[config.mk]
export PLATFORM = sky130hd
export DESIGN_NAME = dso_clk_rst_seq_flat
export DESIGN_NICKNAME = d
export VERILOG_FILES = /design/src/rtl/dso_clk_rst_seq_if.sv /design/src/rtl/dso_clk_rst_seq.sv /design/src/flat_wrapper.sv
export SDC_FILE = /design/constraint.sdc
export NUM_CORES = 1
export LEC_CHECK = 0
export BUFFER_PORTS_ARGS = -buffer_cell sky130_fd_sc_hd__buf_4
export CAP_MARGIN = 5
export CORE_UTILIZATION = 35
export DETAILED_ROUTE_END_ITERATION = 10
export PLACE_DENSITY = 0.6
export RECOVER_POWER = 100
export SLEW_MARGIN = 0
export SYNTH_ARGS = -nofsm -noshare
export SYNTH_HDL_FRONTEND = slang
export SYNTH_SLANG_ARGS = --single-unit
[constraint.sdc]
create_clock -name inclk0 -period 2.9 [get_ports inclk0]
set_input_delay 0.725 -clock inclk0 [delete_from_list [all_inputs] [get_ports inclk0]]
set_output_delay 0.725 -clock inclk0 [all_outputs]
set_load 0.005 [all_outputs]
[src/rtl/dso_clk_rst_seq_if.sv]
// ---------------------------------------------------------------------------
// dso_clk_rst_seq_if
// Bundles the PLL handshake and the staged reset outputs of the DSO clock/reset
// sequencer.
//   pll_locked     PLL lock indication, asynchronous to the sequencer clock
//   pll_areset     reset request to the clock generator, active high
//   rst_core       control/interface-logic reset, active high
//   rst_sample     sample-path reset, active high
//   ready          high only while the sequencer is in RUN
//   lock_timeout   one-cycle pulse when a lock wait times out
//   lock_loss_cnt  saturating count of lock losses after reset release
// Modports: master = the sequencer, slave = PLL side / downstream consumers.
// ---------------------------------------------------------------------------
interface dso_clk_rst_seq_if;
    logic       pll_locked;
    logic       pll_areset;
    logic       rst_core;
    logic       rst_sample;
    logic       ready;
    logic       lock_timeout;
    logic [7:0] lock_loss_cnt;

    modport master (
        input  pll_locked,
        output pll_areset, rst_core, rst_sample, ready, lock_timeout, lock_loss_cnt
    );

    modport slave (
        output pll_locked,
        input  pll_areset, rst_core, rst_sample, ready, lock_timeout, lock_loss_cnt
    );
endinterface

[src/rtl/dso_clk_rst_seq.sv]
// ---------------------------------------------------------------------------
// dso_clk_rst_seq
// Reset sequencer sitting directly downstream of the DSO main clock generator.
// It pulses the generator's areset, waits for a stable lock and then releases
// rst_core followed STAGE_GAP cycles later by rst_sample. Any lock loss after
// release re-arms the whole sequence. Runs on the free-running reference clock.
//
// Ports
//   inclk0   in  reference clock, rising edge
//   areset   in  asynchronous active-high reset
//   seq      dso_clk_rst_seq_if.master (pll_locked in, reset/status outputs)
//
// Build option
//   DSO_LOCK_LOSS_CNT_EN  when defined, seq.lock_loss_cnt is an 8-bit
//                         saturating count of lock losses in RELEASE/RUN;
//                         otherwise it reads constant zero.
// ---------------------------------------------------------------------------
module dso_clk_rst_seq #(
    parameter int unsigned PLL_RST_CYC     = 16,
    parameter int unsigned LOCK_STABLE_CYC = 1024,
    parameter int unsigned LOCK_TIMEOUT    = 65536,
    parameter int unsigned STAGE_GAP       = 8,
    parameter int unsigned CNT_W           = 17
) (
    input  logic               inclk0,
    input  logic               areset,
    dso_clk_rst_seq_if.master  seq
);

    // Terminal timer values: a state lasting N cycles leaves when timer == N-1.
    localparam logic [CNT_W-1:0] PLL_RST_LAST = CNT_W'(PLL_RST_CYC - 1);
    localparam logic [CNT_W-1:0] STABLE_LAST  = CNT_W'(LOCK_STABLE_CYC - 1);
    localparam logic [CNT_W-1:0] TIMEOUT_LAST = CNT_W'(LOCK_TIMEOUT - 1);
    localparam logic [CNT_W-1:0] GAP_LAST     = CNT_W'(STAGE_GAP - 1);

    typedef enum logic [2:0] {
        S_RESET_PLL,
        S_WAIT_LOCK,
        S_STABLE,
        S_RELEASE,
        S_RUN
    } state_t;

    state_t           state_reg, state_next;
    logic [CNT_W-1:0] timer_reg, timer_next;
    logic             lk_meta_reg, lk_s_reg;
    logic             timeout_hit;

    logic             pll_areset_reg;
    logic             rst_core_reg;
    logic             rst_sample_reg;
    logic             ready_reg;
    logic             lock_timeout_reg;

    // Two-flop synchronizer; nothing downstream looks at pll_locked directly.
    always_ff @(posedge inclk0 or posedge areset) begin
        if (areset) begin
            lk_meta_reg <= 1'b0;
            lk_s_reg    <= 1'b0;
        end else begin
            lk_meta_reg <= seq.pll_locked;
            lk_s_reg    <= lk_meta_reg;
        end
    end

    // Lock status is tested before the timer everywhere, which gives lock loss
    // priority in STABLE/RELEASE/RUN and lock rise priority in WAIT_LOCK.
    always_comb begin
        state_next  = state_reg;
        timer_next  = timer_reg + CNT_W'(1);
        timeout_hit = 1'b0;
        case (state_reg)
            S_RESET_PLL: begin
                if (timer_reg == PLL_RST_LAST)
                    state_next = S_WAIT_LOCK;
            end
            S_WAIT_LOCK: begin
                if (lk_s_reg) begin
                    state_next = S_STABLE;
                end else if (timer_reg == TIMEOUT_LAST) begin
                    state_next  = S_RESET_PLL;
                    timeout_hit = 1'b1;
                end
            end
            S_STABLE: begin
                if (!lk_s_reg)
                    state_next = S_WAIT_LOCK;
                else if (timer_reg == STABLE_LAST)
                    state_next = S_RELEASE;
            end
            S_RELEASE: begin
                if (!lk_s_reg)
                    state_next = S_RESET_PLL;
                else if (timer_reg == GAP_LAST)
                    state_next = S_RUN;
            end
            S_RUN: begin
                timer_next = timer_reg;
                if (!lk_s_reg)
                    state_next = S_RESET_PLL;
            end
            default: state_next = S_RESET_PLL;
        endcase
        if (state_next != state_reg)
            timer_next = '0;
    end

    // Outputs are decoded from the next state so they change on the same edge
    // as the state itself and come straight out of flops.
    always_ff @(posedge inclk0 or posedge areset) begin
        if (areset) begin
            state_reg        <= S_RESET_PLL;
            timer_reg        <= '0;
            pll_areset_reg   <= 1'b1;
            rst_core_reg     <= 1'b1;
            rst_sample_reg   <= 1'b1;
            ready_reg        <= 1'b0;
            lock_timeout_reg <= 1'b0;
        end else begin
            state_reg        <= state_next;
            timer_reg        <= timer_next;
            pll_areset_reg   <= (state_next == S_RESET_PLL);
            rst_core_reg     <= (state_next == S_RESET_PLL) || (state_next == S_WAIT_LOCK) ||
                                (state_next == S_STABLE);
            rst_sample_reg   <= (state_next != S_RUN);
            ready_reg        <= (state_next == S_RUN);
            lock_timeout_reg <= timeout_hit;
        end
    end

    assign seq.pll_areset   = pll_areset_reg;
    assign seq.rst_core     = rst_core_reg;
    assign seq.rst_sample   = rst_sample_reg;
    assign seq.ready        = ready_reg;
    assign seq.lock_timeout = lock_timeout_reg;

`ifdef DSO_LOCK_LOSS_CNT_EN
    logic       loss_hit;
    logic [7:0] loss_cnt_reg;

    // A loss only counts once resets have started to come off.
    assign loss_hit = ((state_reg == S_RELEASE) || (state_reg == S_RUN)) && !lk_s_reg;

    always_ff @(posedge inclk0 or posedge areset) begin
        if (areset)
            loss_cnt_reg <= 8'd0;
        else if (loss_hit && (loss_cnt_reg != 8'hFF))
            loss_cnt_reg <= loss_cnt_reg + 8'd1;
    end

    assign seq.lock_loss_cnt = loss_cnt_reg;
`else
    assign seq.lock_loss_cnt = 8'd0;
`endif

endmodule

[src/flat_wrapper.sv]
// flat-port wrapper written by rule: the top's interface ports become plain ports
module dso_clk_rst_seq_flat 
#(
    parameter int unsigned PLL_RST_CYC     = 16,
    parameter int unsigned LOCK_STABLE_CYC = 1024,
    parameter int unsigned LOCK_TIMEOUT    = 65536,
    parameter int unsigned STAGE_GAP       = 8,
    parameter int unsigned CNT_W           = 17
)
  (inclk0, areset, seq_pll_locked, seq_pll_areset, seq_rst_core, seq_rst_sample, seq_ready, seq_lock_timeout, seq_lock_loss_cnt);
  dso_clk_rst_seq_if seq_i ();
  input  logic inclk0;
  input  logic areset;
  input wire logic [$bits(seq_i.pll_locked)-1:0] seq_pll_locked;
  output wire logic [$bits(seq_i.pll_areset)-1:0] seq_pll_areset;
  output wire logic [$bits(seq_i.rst_core)-1:0] seq_rst_core;
  output wire logic [$bits(seq_i.rst_sample)-1:0] seq_rst_sample;
  output wire logic [$bits(seq_i.ready)-1:0] seq_ready;
  output wire logic [$bits(seq_i.lock_timeout)-1:0] seq_lock_timeout;
  output wire logic [$bits(seq_i.lock_loss_cnt)-1:0] seq_lock_loss_cnt;
  assign seq_i.pll_locked = seq_pll_locked;
  assign seq_pll_areset = seq_i.pll_areset;
  assign seq_rst_core = seq_i.rst_core;
  assign seq_rst_sample = seq_i.rst_sample;
  assign seq_ready = seq_i.ready;
  assign seq_lock_timeout = seq_i.lock_timeout;
  assign seq_lock_loss_cnt = seq_i.lock_loss_cnt;
  dso_clk_rst_seq #(.PLL_RST_CYC(PLL_RST_CYC), .LOCK_STABLE_CYC(LOCK_STABLE_CYC), .LOCK_TIMEOUT(LOCK_TIMEOUT), .STAGE_GAP(STAGE_GAP), .CNT_W(CNT_W)) u_core (.inclk0(inclk0), .areset(areset), .seq(seq_i));
endmodule
==> flow_summary.json <==
{
  "status": "finished clean",
  "ys.flop_type": "dfrtp_1",
  "grt_antenna_before_repair": 0,
  "initial_utilization_pct": 37.7,
  "grt_max_degree": 28,
  "synth-seq-area-share_pct": 43.5,
  "slew_violations": 0,
  "leakagePower_uw": 0.000641,
  "clock-sinks": 27,
  "worstPathRequired_ns": 3.04,
  "crit_chain": "nand4_1 > or3_1 > nor3_1 > ha_1 > o21ai_0 > nand2_1 > o22a_1 > buf_4 > a221oi_1",
  "first_iter_violations": 40,
  "postCtsSetupBuffers": 0,
  "diodes": 0,
  "clk_pin_slew_ns": 0.09,
  "grt-ovfl-total": 0,
  "ys_types": 44,
  "switching_share_pct": 36.9,
  "worstSetupPathType": "register to register",
  "num_vias": 1100,
  "relSlewSlack_pct": 6.29,
  "worstSetupEndpointType": "register",
  "gp_congestion": 0.808,
  "synth_top_area_cell": "dfrtp_1",
  "grt_pass1_vias": 999,
  "layout_common_cells": "dfrtp_1, a21oi_1, xnor2_1",
  "post-place-ws_ns": 0.472,
  "syn2layout_area_growth_pct": 2.25,
  "fin_tns_setup_ns": 0,
  "fin_util_pct": 38.5,
  "holdCritPathClass": "register to register",
  "synth_top_area_share_pct": 38.5,
  "max_freq_mhz": 405,
  "arrival_ns": 2.61,
  "period_share_pct": 85.1,
  "drive_above_1_share_pct": 14.1,
  "power_frac_comb_pct": 31.3,
  "row_count": 23,
  "cts_tree": "done",
  "setup_ws_ns": 0.432,
  "ant_nets": 0,
  "ir_worst_vdd_mv": 0.262,
  "cap_violations": 0,
  "critPathBufInv": 1,
  "h-tree-depth": 1,
  "grt_use_total_pct": 13.4,
  "drc_errors": 0,
  "dr.pass1.iters": 4,
  "avgSynthCellArea_um2": 9.87,
  "p_switching_uw": 386,
  "rsz0062_at_grt": "false",
  "nets": 169,
  "io_buffers": 7,
  "crit_fanout": 17,
  "skew_ns": 0.00394,
  "largest_register_ffs": 17,
  "cts_buffers": 3,
  "cts_root_buffer": "clkbuf_8",
  "p_int_uw": 658,
  "hold_buffers": 0,
  "clockBufferDepth": 2,
  "synthesis.area_um2": 1560,
  "postCtsResizedCells": 0,
  "cp_top_family": "simple AND/OR/NAND/NOR gates",
  "fin_crit_ns": 2.47,
  "synth_edf_count": 0,
  "seq_power_share_pct": 48.4,
  "critPathLaunchType": "register",
  "slowest_delay_ns": 0.52,
  "coreArea_um2": 4140,
  "clkPwrFrac_pct": 20.2,
  "vias_per_cell": 5.16,
  "grt_first_pass_wirelength_um": 4690,
  "p_per_area_nw_per_um2": 654,
  "die_w_um": 68.8,
  "cpMaxStageDelayCell": "or3_1",
  "setup_viol": 0,
  "synthArstFlopShare_pct": 100,
  "final_hold_viol_count": 0,
  "synthTopCellsByArea": "dfrtp_1, xnor2_1, a21oi_2",
  "die_area_um2": 4730,
  "yosysWarnings": 0,
  "wl_um": 2800,
  "clk_latency_ns": 0.27,
  "ys_ff_latch": 27,
  "die_h_um": 68.8,
  "num_io_pins": 16,
  "wl_per_cell_um": 13.2,
  "post-dp-hpwl_um": 1930,
  "worst_pin_slew_ns": 1.41,
  "final_common_cell": "dfrtp_1",
  "synthCells": 158
}
==> cell type report <==
class                   instances  area [um^2]
repair buffers                 10         67.6
flip-flops and latches         27          679
fillers                       425         2550
well taps                      50         62.6
clock buffers                   4         45.0
multi-input cells             111          699
inverters                      11         41.3
==> cells in the mapped netlist, drive strengths merged (2+ instances only) <==
cell type  number
nor4            3
buf            15
a41oi           2
inv            11
nor3            9
o21ai           5
xor2            3
xnor2          12
ha              2
nor2           10
and4            2
nand3           5
dfrtp          24
nand4           5
a21oi          22
nand2           7
dfstp           3
==> power groups by stage <==
| stage | sequential, uW | clock (uW) | combinational (uW) |
|---|---|---|---|
| 6_report | 506 | 211 | 327 |
| 3_3_place_gp | 511 | 0 | 359 |
| 5_1_grt | 517 | 236 | 376 |
| 3_5_place_dp | 513 | 0 | 371 |
| 4_1_cts | 505 | 224 | 372 |
| 2_1_floorplan | 472 | 0 | 375 |
==> cells by family after synthesis <==
kind of cell	share of synthesized area [%]
other	0.240
and+or+nand+nor	18.5
muxes	0.642
AOI/OAI and AO/OA	16.7
DFF	43.5
buffers and inverters	10.3
adders and majority gates	1.60
xor gates and xnor gates	8.42
==> worst register-to-register path: stages (launching register included) <==
cell and delay (ns):
dfrtp_1 0.50, nand4_1 0.23, or3_1 0.52, nor3_1 0.24, ha_1 0.22, o21ai_0 0.09
nand2_1 0.09, o22a_1 0.12, buf_4 0.21, a221oi_1 0.11
==> per-stage QoR <==
step	hold slack, ns	cells	power (uW)	instance area (um^2)
after global placement	0.338	209	870	1600
final	0.360	213	1040	1600
after detailed placement	0.346	209	883	1600
after CTS	0.362	213	1100	1650
after floorplan	0.331	165	847	1590
after global routing	0.371	213	1130	1600
==> path summary, 6_finish.rpt <==
kind / startpoint / end / slack, ns / depth (start not counted)
max: u_core.timer_reg[3] / u_core.timer_reg[16] / 0.43 / 9
min: u_core.lk_meta_reg / u_core.lk_s_reg / 0.36 / 0
max reg2reg: u_core.timer_reg[3] / u_core.timer_reg[16] / 0.43 / 9
min reg2reg: u_core.lk_meta_reg / u_core.lk_s_reg / 0.36 / 0
max in group asynchronous: areset / u_core.timer_reg[6] / 1.16 / 3
min in group asynchronous: areset / u_core.seq.ready / 0.92 / 3
==> routing by layer <==
layer	routed length (um)	vias to the layer above	track usage, %
met4	27	0	4.08
met1	1410	527	17.4
li1	-	544	-
met3	92	9	4.11
met5	0	-	0
met2	1270	20	21.3
(Power assumes the default switching activity.)
